### src/rtl/nv_csb_fifo_pkg.sv
// -----------------------------------------------------------------------------
// nv_csb_fifo_pkg
// Shared definitions for the CSB flop-RAM FIFO:
//   DEFAULT_WIDTH / DEFAULT_DEPTH - default payload width and entry count
//   ptr_inc()                     - pointer increment that wraps at any depth,
//                                   so DEPTH need not be a power of two
// -----------------------------------------------------------------------------
package nv_csb_fifo_pkg;

  localparam int DEFAULT_WIDTH = 34;
  localparam int DEFAULT_DEPTH = 2;

  // Next pointer value for a ring of 'depth' entries (0 .. depth-1).
  function automatic int ptr_inc(input int ptr, input int depth);
    return (ptr == depth - 1) ? 0 : ptr + 1;
  endfunction

endpackage : nv_csb_fifo_pkg

### src/rtl/nv_nvdla_csb_fifo_flopram_param_if.sv
// -----------------------------------------------------------------------------
// nv_nvdla_csb_fifo_flopram_param_if
// Write/read handshake bundle of the CSB FIFO.
//   wr_pvld / wr_prdy / wr_pd : producer side valid/ready/payload
//   rd_pvld / rd_prdy / rd_pd : consumer side valid/ready/payload
//   wr_count                  : entries accepted and not yet popped
// Modports:
//   slave  - the FIFO itself
//   master - the environment driving pushes and consuming pops
// WIDTH/DEPTH must match the parameters of the FIFO the bundle is bound to.
// -----------------------------------------------------------------------------
interface nv_nvdla_csb_fifo_flopram_param_if
  import nv_csb_fifo_pkg::*;
#(
  parameter int WIDTH = DEFAULT_WIDTH,
  parameter int DEPTH = DEFAULT_DEPTH
);

  localparam int CW = $clog2(DEPTH + 1);

  logic             wr_pvld;
  logic             wr_prdy;
  logic [WIDTH-1:0] wr_pd;
  logic             rd_pvld;
  logic             rd_prdy;
  logic [WIDTH-1:0] rd_pd;
  logic [CW-1:0]    wr_count;

  modport slave (
    input  wr_pvld, wr_pd, rd_prdy,
    output wr_prdy, rd_pvld, rd_pd, wr_count
  );

  modport master (
    output wr_pvld, wr_pd, rd_prdy,
    input  wr_prdy, rd_pvld, rd_pd, wr_count
  );

endinterface : nv_nvdla_csb_fifo_flopram_param_if

### src/rtl/nv_csb_fifo_flopram.sv
// -----------------------------------------------------------------------------
// nv_csb_fifo_flopram
// DEPTH x WIDTH flop storage with one synchronous write port and one
// combinational read port.
//   clk  : write clock
//   we   : write enable
//   wa   : write address
//   di   : write data
//   ra   : read address
//   dout : storage[ra], combinational
// -----------------------------------------------------------------------------
module nv_csb_fifo_flopram
  import nv_csb_fifo_pkg::*;
#(
  parameter  int WIDTH = DEFAULT_WIDTH,
  parameter  int DEPTH = DEFAULT_DEPTH,
  localparam int AW    = $clog2(DEPTH)
) (
  input  logic             clk,
  input  logic             we,
  input  logic [AW-1:0]    wa,
  input  logic [WIDTH-1:0] di,
  input  logic [AW-1:0]    ra,
  output logic [WIDTH-1:0] dout
);

  logic [WIDTH-1:0] mem [DEPTH];

  // NOTE: storage has no reset; occupancy tracking guarantees no entry is
  // read before it is written, and a reset on the array would cost a
  // reset-tree load per bit for nothing.
  always_ff @(posedge clk) begin
    if (we) begin
      mem[wa] <= di;
    end
  end

  assign dout = mem[ra];

endmodule : nv_csb_fifo_flopram

### src/rtl/nv_nvdla_csb_fifo_flopram_param.sv
// -----------------------------------------------------------------------------
// nv_nvdla_csb_fifo_flopram_param
// Width/depth-generic single-clock FIFO on flop storage for the CSB paths.
//   clk           : clock, all state on the rising edge
//   reset         : asynchronous, active-high reset
//   pwrbus_ram_pd : RAM power-control bus, kept for interface compatibility
//   bus (slave)   : wr_pvld/wr_prdy/wr_pd, rd_pvld/rd_prdy/rd_pd, wr_count
// Build option:
//   NV_CSB_FIFO_WR_RETIME_EN - register push/data for one cycle before the
//   storage write (2-cycle push-to-valid); otherwise storage is written on
//   the push edge (1-cycle push-to-valid).
// wr_count covers every accepted entry, including one held in the retime
// stage; rd_occ covers only entries already in storage and drives rd_pvld.
// -----------------------------------------------------------------------------
module nv_nvdla_csb_fifo_flopram_param
  import nv_csb_fifo_pkg::*;
#(
  parameter  int WIDTH = DEFAULT_WIDTH,
  parameter  int DEPTH = DEFAULT_DEPTH,
  localparam int AW    = $clog2(DEPTH),
  localparam int CW    = $clog2(DEPTH + 1)
) (
  input  logic                                    clk,
  input  logic                                    reset,
  input  logic [31:0]                             pwrbus_ram_pd,
  nv_nvdla_csb_fifo_flopram_param_if.slave        bus
);

  logic             push;
  logic             pop;
  logic             wr_prdy;
  logic             rd_pvld;
  logic             ram_we;
  logic [WIDTH-1:0] ram_di;
  logic [WIDTH-1:0] ram_dout;

  logic [AW-1:0]    wr_ptr_q, wr_ptr_d;
  logic [AW-1:0]    rd_ptr_q, rd_ptr_d;
  logic [CW-1:0]    wr_count_q, wr_count_d;
  logic [CW-1:0]    rd_occ_q, rd_occ_d;

  // The power bus has no functional role here.
  logic pwrbus_unused;
  assign pwrbus_unused = ^pwrbus_ram_pd;

  // Ready comes only from the registered count, so a pop never opens a slot
  // for a push in the same cycle.
  assign wr_prdy = (wr_count_q != CW'(DEPTH));
  assign rd_pvld = (rd_occ_q != '0);
  assign push    = bus.wr_pvld & wr_prdy;
  assign pop     = rd_pvld & bus.rd_prdy;

  assign bus.wr_prdy  = wr_prdy;
  assign bus.rd_pvld  = rd_pvld;
  assign bus.rd_pd    = ram_dout;
  assign bus.wr_count = wr_count_q;

`ifdef NV_CSB_FIFO_WR_RETIME_EN
  logic             rt_vld_q, rt_vld_d;
  logic [WIDTH-1:0] rt_pd_q, rt_pd_d;

  always_comb begin
    rt_vld_d = push;
    rt_pd_d  = rt_pd_q;
    if (push) begin
      rt_pd_d = bus.wr_pd;
    end
  end

  always_ff @(posedge clk or posedge reset) begin
    if (reset) begin
      rt_vld_q <= 1'b0;
    end else begin
      rt_vld_q <= rt_vld_d;
    end
  end

  // Payload is qualified by rt_vld_q, so it needs no reset.
  always_ff @(posedge clk) begin
    rt_pd_q <= rt_pd_d;
  end

  assign ram_we = rt_vld_q;
  assign ram_di = rt_pd_q;
`else
  assign ram_we = push;
  assign ram_di = bus.wr_pd;
`endif

  // NOTE: every variable gets its hold value first so no path through the
  // block leaves it unassigned (which would infer a latch).
  always_comb begin
    wr_ptr_d   = wr_ptr_q;
    rd_ptr_d   = rd_ptr_q;
    wr_count_d = wr_count_q;
    rd_occ_d   = rd_occ_q;

    if (ram_we) begin
      wr_ptr_d = AW'(ptr_inc(int'(wr_ptr_q), DEPTH));
    end
    if (pop) begin
      rd_ptr_d = AW'(ptr_inc(int'(rd_ptr_q), DEPTH));
    end

    case ({push, pop})
      2'b10:   wr_count_d = wr_count_q + CW'(1);
      2'b01:   wr_count_d = wr_count_q - CW'(1);
      default: wr_count_d = wr_count_q;
    endcase

    case ({ram_we, pop})
      2'b10:   rd_occ_d = rd_occ_q + CW'(1);
      2'b01:   rd_occ_d = rd_occ_q - CW'(1);
      default: rd_occ_d = rd_occ_q;
    endcase
  end

  // NOTE: state registers use non-blocking assignments so every flop samples
  // the pre-edge values regardless of evaluation order.
  always_ff @(posedge clk or posedge reset) begin
    if (reset) begin
      wr_ptr_q   <= '0;
      rd_ptr_q   <= '0;
      wr_count_q <= '0;
      rd_occ_q   <= '0;
    end else begin
      wr_ptr_q   <= wr_ptr_d;
      rd_ptr_q   <= rd_ptr_d;
      wr_count_q <= wr_count_d;
      rd_occ_q   <= rd_occ_d;
    end
  end

  nv_csb_fifo_flopram #(
    .WIDTH (WIDTH),
    .DEPTH (DEPTH)
  ) u_ram (
    .clk  (clk),
    .we   (ram_we),
    .wa   (wr_ptr_q),
    .di   (ram_di),
    .ra   (rd_ptr_q),
    .dout (ram_dout)
  );

endmodule : nv_nvdla_csb_fifo_flopram_param

### src/flat_wrapper.sv
// flat-port wrapper written by rule: the top's interface ports become plain ports
module nv_nvdla_csb_fifo_flopram_param_flat import nv_csb_fifo_pkg::*;
#(
  parameter  int WIDTH = DEFAULT_WIDTH,
  parameter  int DEPTH = DEFAULT_DEPTH,
  localparam int AW    = $clog2(DEPTH),
  localparam int CW    = $clog2(DEPTH + 1)
)
  (clk, reset, pwrbus_ram_pd, bus_wr_pvld, bus_wr_pd, bus_rd_prdy, bus_wr_prdy, bus_rd_pvld, bus_rd_pd, bus_wr_count);
  nv_nvdla_csb_fifo_flopram_param_if #(.WIDTH(WIDTH), .DEPTH(DEPTH)) bus_i ();
  input  logic clk;
  input  logic reset;
  input  logic [31:0] pwrbus_ram_pd;
  input wire logic [$bits(bus_i.wr_pvld)-1:0] bus_wr_pvld;
  input wire logic [$bits(bus_i.wr_pd)-1:0] bus_wr_pd;
  input wire logic [$bits(bus_i.rd_prdy)-1:0] bus_rd_prdy;
  output wire logic [$bits(bus_i.wr_prdy)-1:0] bus_wr_prdy;
  output wire logic [$bits(bus_i.rd_pvld)-1:0] bus_rd_pvld;
  output wire logic [$bits(bus_i.rd_pd)-1:0] bus_rd_pd;
  output wire logic [$bits(bus_i.wr_count)-1:0] bus_wr_count;
  assign bus_i.wr_pvld = bus_wr_pvld;
  assign bus_i.wr_pd = bus_wr_pd;
  assign bus_i.rd_prdy = bus_rd_prdy;
  assign bus_wr_prdy = bus_i.wr_prdy;
  assign bus_rd_pvld = bus_i.rd_pvld;
  assign bus_rd_pd = bus_i.rd_pd;
  assign bus_wr_count = bus_i.wr_count;
  nv_nvdla_csb_fifo_flopram_param #(.WIDTH(WIDTH), .DEPTH(DEPTH)) u_core (.clk(clk), .reset(reset), .pwrbus_ram_pd(pwrbus_ram_pd), .bus(bus_i));
endmodule
### config.mk
export PLATFORM = sky130hd
export DESIGN_NAME = nv_nvdla_csb_fifo_flopram_param_flat
export DESIGN_NICKNAME = d
export VERILOG_FILES = /design/src/rtl/nv_csb_fifo_pkg.sv /design/src/rtl/nv_nvdla_csb_fifo_flopram_param_if.sv /design/src/rtl/nv_csb_fifo_flopram.sv /design/src/rtl/nv_nvdla_csb_fifo_flopram_param.sv /design/src/flat_wrapper.sv
export SDC_FILE = /design/constraint.sdc
export NUM_CORES = 1
export LEC_CHECK = 0
export ABC_AREA = 0
export CORE_UTILIZATION = 35
export DETAILED_ROUTE_END_ITERATION = 7
export PLACE_DENSITY_LB_ADDON = 0.15
export SLEW_MARGIN = 10
export SYNTH_ARGS = -nofsm -noshare
export SYNTH_HDL_FRONTEND = slang
export SYNTH_HIERARCHICAL = 1
export SYNTH_SLANG_ARGS = --single-unit
### constraint.sdc
create_clock -name clk -period 4.83 [get_ports clk]
set_clock_uncertainty 0.1 [all_clocks]
set_input_delay 0.7245 -clock clk [delete_from_list [all_inputs] [get_ports clk]]
set_output_delay 0.7245 -clock clk [all_outputs]
set_load 0.01 [all_outputs]
==> impl_metrics.prom <==
# TYPE chip_impl_metric gauge
chip_impl_info{name="outcome",value="complete, no violations"} 1
chip_impl_metric{name="synthesis.area_per_instance",unit="µm²"} 22.1
chip_impl_metric{name="synth_cell_types",unit=""} 17
chip_impl_metric{name="postSynthCellCount",unit=""} 131
chip_impl_metric{name="worstHoldPathCells",unit=""} 1
chip_impl_metric{name="post_cts.repair.setup_buffers",unit=""} 0
chip_impl_info{name="timing.critical_path.max_delay_family",value="flip-flops"} 1
chip_impl_metric{name="required_arrival_time_at_the_worst_endpoint",unit="ns"} 4.01
chip_impl_info{name="timing.critical_path.cells",value="mux2_2, clkdlybuf4s50_1"} 1
chip_impl_metric{name="r2r_cells",unit=""} 4
chip_impl_metric{name="setup_violations",unit=""} 0
chip_impl_metric{name="die_height",unit="µm"} 93.0
chip_impl_metric{name="pin_count",unit=""} 108
chip_impl_metric{name="power.leakage",unit="nW"} 1.46
chip_impl_metric{name="post_placement_setup_slack",unit="ns"} 1.97
chip_impl_metric{name="worst_ep_arrival",unit="ns"} 2.37
chip_impl_info{name="setup.worst_path.start_class",value="register"} 1
chip_impl_metric{name="setup_total_negative_slack",unit="ns"} 0
chip_impl_metric{name="largest_net_degree_at_the_start_of_global_routing",unit=""} 36
chip_impl_metric{name="timing.final.crit_period",unit="ns"} 3.20
chip_impl_metric{name="dieWidth",unit="µm"} 93.0
chip_impl_metric{name="timing_hold_violations_final",unit=""} 0
chip_impl_info{name="rsz0062_at_grt",value="false"} 1
chip_impl_metric{name="drt_pre_antenna_iters",unit=""} 4
chip_impl_metric{name="route.detailed.wl_per_inst",unit="µm"} 15.0
chip_impl_metric{name="cts.repair.resized",unit=""} 0
chip_impl_metric{name="global_route_wire_length_before_repair",unit="µm"} 7450
chip_impl_metric{name="area_overhead_vs_synth",unit="%"} 37.1
chip_impl_metric{name="clock_slew_seen_by_the_registers_of_the_worst_setup_and_hold_paths",unit="ns"} 0.07
chip_impl_metric{name="report.final.slew_viol_count",unit=""} 0
chip_impl_metric{name="routed-via-count",unit=""} 1411
chip_impl_metric{name="placement.io_buffers",unit=""} 75
chip_impl_metric{name="finalNonFillerCells",unit=""} 320
chip_impl_metric{name="h_tree_depth_reported_by_cts",unit=""} 3
chip_impl_metric{name="dpl.hpwl",unit="µm"} 3110
chip_impl_metric{name="n_antenna_cell",unit=""} 0
chip_impl_metric{name="fin_crit_sh",unit="%"} 66.2
chip_impl_metric{name="layout.nets",unit=""} 284
chip_impl_metric{name="holdBufCountCts",unit=""} 0
chip_impl_metric{name="final.setup.worst_slack",unit="ns"} 1.63
chip_impl_metric{name="die_area",unit="µm²"} 8640
chip_impl_info{name="r2r-start",value="u_core/bus.wr_count[0]$_DFFE_PP0P_"} 1
chip_impl_metric{name="peakVddDrop",unit="µV"} 378
chip_impl_metric{name="synth-seq-cells",unit=""} 74
chip_impl_info{name="crit_start",value="u_core/rd_ptr_q$_DFFE_PP0P_"} 1
chip_impl_metric{name="power.density_cell_area",unit="nW/µm²"} 613
chip_impl_metric{name="initial_core_util",unit="%"} 36.9
chip_impl_info{name="clock-root-buffer",value="sky130_fd_sc_hd__clkbuf_8"} 1
chip_impl_metric{name="numPlacedInstances",unit=""} 304
chip_impl_metric{name="drtAntennaViolNets",unit=""} 0
chip_impl_metric{name="cpPeakStageDelay",unit="ns"} 1.11
chip_impl_info{name="tritoncts",value="yes"} 1
chip_impl_metric{name="overflow",unit=""} 0
chip_impl_metric{name="timing.max_slew.rel_slack",unit="%"} 25.4
chip_impl_metric{name="final.hold.worst_slack",unit="ns"} 0.380
chip_impl_metric{name="fillerInstances",unit=""} 692
chip_impl_info{name="timing_worst_setup_path_type",value="reg2out"} 1
chip_impl_info{name="rr_endpoint",value="u_core/u_ram/mem[0][15]$_DFFE_PP_"} 1
chip_impl_metric{name="core_region_area",unit="µm²"} 7850
chip_impl_info{name="hp-class",value="reg2reg"} 1
chip_impl_metric{name="number_of_buffers_created_by_cts",unit=""} 9
chip_impl_metric{name="ys_seq_area_share",unit="%"} 75.7
chip_impl_metric{name="clock_latency",unit="ns"} 0.33
chip_impl_metric{name="drive_above_1_share",unit="%"} 24.3
chip_impl_metric{name="tightest_slew",unit="ns"} 1.12
chip_impl_metric{name="drt_first_iter_violations",unit=""} 37
chip_impl_metric{name="reg2reg_setup_slack",unit="ns"} 2.75
chip_impl_metric{name="global_route.usage.total",unit="%"} 12.0
chip_impl_metric{name="place.gp.congestion",unit=""} 0.681
chip_impl_metric{name="initial_antenna_violation_count",unit=""} 0
chip_impl_metric{name="finalCoreUtilization",unit="%"} 50.6
chip_impl_metric{name="max_cap_violations",unit=""} 0
chip_impl_metric{name="drt-vias-per-instance",unit=""} 4.41
chip_impl_metric{name="wirelength",unit="µm"} 4790
chip_impl_metric{name="tritoncts_sinks",unit=""} 74
chip_impl_metric{name="clock.fmax",unit="GHz"} 0.313
chip_impl_info{name="crit_path_top_delay_cell",value="sky130_fd_sc_hd__dfrtp_2"} 1
chip_impl_metric{name="yosys_warnings",unit=""} 6
chip_impl_metric{name="core.rowCount",unit=""} 32
chip_impl_metric{name="critical_path.n_buffers_inverters",unit=""} 1
chip_impl_metric{name="synth.cell_area",unit="µm²"} 2900
chip_impl_metric{name="cts_max_path_bufs",unit=""} 2
chip_impl_info{name="timing.hold.worst.start",value="u_core/rd_occ_q[1]$_DFFE_PP0P_"} 1
chip_impl_info{name="critical_path.endpoint_type",value="output port"} 1
chip_impl_metric{name="remaining_drc_errors",unit=""} 0
chip_impl_info{name="hold_path_end",value="u_core/rd_occ_q[1]$_DFFE_PP0P_"} 1
chip_impl_metric{name="vias_in_the_first_global_route",unit=""} 1539
chip_impl_metric{name="synth.net_count",unit=""} 202
chip_impl_metric{name="timing.critical_path.fanout_max",unit=""} 35
==> per-stage QoR <==
stage | instance area (µm²) | power [mW]
final | 3970 | 2.43
after detailed placement | 3710 | 1.86
after global placement | 3710 | 1.84
after CTS | 3970 | 2.47
after floorplan | 2900 | 1.51
after global routing | 3970 | 2.56
==> power by group <==
| part | total [mW] | switching, mW | leakage, nW | internal (mW) |
|---|---|---|---|---|
| Clock | 0.601 | 0.208 | 0.128 | 0.393 |
| Combinational | 0.814 | 0.285 | 0.627 | 0.529 |
| Sequential | 1.02 | 0.135 | 0.701 | 0.885 |
==> state kept, by name, indices dropped and copies added, names as in the netlist <==
| signal | count |
|---|---|
| u_core/rd_ptr_q | 1 |
| u_core/rd_occ_q | 2 |
| u_core/wr_ptr_q | 1 |
| u_core/bus.wr_count | 2 |
| u_core/u_ram/mem | 68 |
==> cells by family after synthesis <==
logic type	count (synthesis)	share of synthesized area, %
buf+inv	6	2.72
fa+ha+maj	1	0.432
simple gates	8	1.64
mux	34	17.1
flops	74	75.7
xor+xnor	8	2.42
==> per-layer routing <==
| metal | GRT usage (%) | wire length [µm] | share of wire, % | up-vias |
|---|---|---|---|---|
| li1 | - | - | - | 663 |
| met1 | 12.4 | 1850 | 39 | 695 |
| met2 | 21.3 | 2640 | 55 | 47 |
| met3 | 3.98 | 228 | 4.8 | 6 |
| met4 | 6.54 | 73 | 1.5 | 0 |
| met5 | 0 | 0 | 0 | - |
==> worst max-delay path by stage <==
stage	depth (start not counted)	end
6_report	2	bus_rd_pd[0]
5_1_grt	2	bus_rd_pd[0]
4_1_cts	2	bus_rd_pd[0]
3_5_place_dp	2	bus_rd_pd[0]
3_3_place_gp	2	bus_rd_pd[0]
2_1_floorplan	3	u_core/u_ram/mem[0][0]$_DFFE_PP_
==> final cells by class <==
type	instances	area, µm²	share of cell area (%)
flip-flops and latches	74	2190	55.2
inverters	2	7.51	0.189
well taps	102	128	3.21
clock buffers	10	128	3.21
multi-input cells	51	634	16.0
repair buffers	75	751	18.9
clock inverters	6	129	3.25
==> synthesized netlist by cell type <==
library cell | instances | area [µm²]
sky130_fd_sc_hd__edfxtp_1 | 68 | 2040
sky130_fd_sc_hd__mux2_4 | 30 | 450
sky130_fd_sc_hd__dfrtp_1 | 6 | 150
sky130_fd_sc_hd__xnor2_1 | 5 | 43.8
sky130_fd_sc_hd__mux2_2 | 4 | 45.0
sky130_fd_sc_hd__buf_12 | 3 | 60.1
sky130_fd_sc_hd__xor2_1 | 3 | 26.3
sky130_fd_sc_hd__inv_1 | 2 | 7.51
sky130_fd_sc_hd__nor2_1 | 2 | 7.51
sky130_fd_sc_hd__and2_1 | 1 | 6.26
sky130_fd_sc_hd__and2_4 | 1 | 8.76
sky130_fd_sc_hd__buf_6 | 1 | 11.3
sky130_fd_sc_hd__ha_1 | 1 | 12.5
sky130_fd_sc_hd__nand2_1 | 1 | 3.75
sky130_fd_sc_hd__nand2b_1 | 1 | 6.26
sky130_fd_sc_hd__nor2b_1 | 1 | 6.26
sky130_fd_sc_hd__or2_4 | 1 | 8.76
==> cells in the final DEF (no fill, tap or decap) <==
cell / n
sky130_fd_sc_hd__nor2_1: 2
sky130_fd_sc_hd__mux2_4: 30
sky130_fd_sc_hd__dfrtp_1: 5
sky130_fd_sc_hd__nand2_1: 1
sky130_fd_sc_hd__clkbuf_1: 1
sky130_fd_sc_hd__or2_4: 1
sky130_fd_sc_hd__clkbuf_8: 9
sky130_fd_sc_hd__and2_4: 1
sky130_fd_sc_hd__inv_1: 2
sky130_fd_sc_hd__mux2_2: 4
sky130_fd_sc_hd__clkdlybuf4s50_1: 75
sky130_fd_sc_hd__clkinv_1: 1
sky130_fd_sc_hd__xor2_1: 3
sky130_fd_sc_hd__xnor2_1: 5
sky130_fd_sc_hd__clkinv_2: 1
sky130_fd_sc_hd__ha_1: 1
sky130_fd_sc_hd__and2_2: 1
sky130_fd_sc_hd__bufinv_16: 4
sky130_fd_sc_hd__edfxtp_1: 68
sky130_fd_sc_hd__dfrtp_2: 1
sky130_fd_sc_hd__nor2b_4: 1
sky130_fd_sc_hd__nand2b_1: 1
Note: power is estimated with default switching activity, not from simulation.
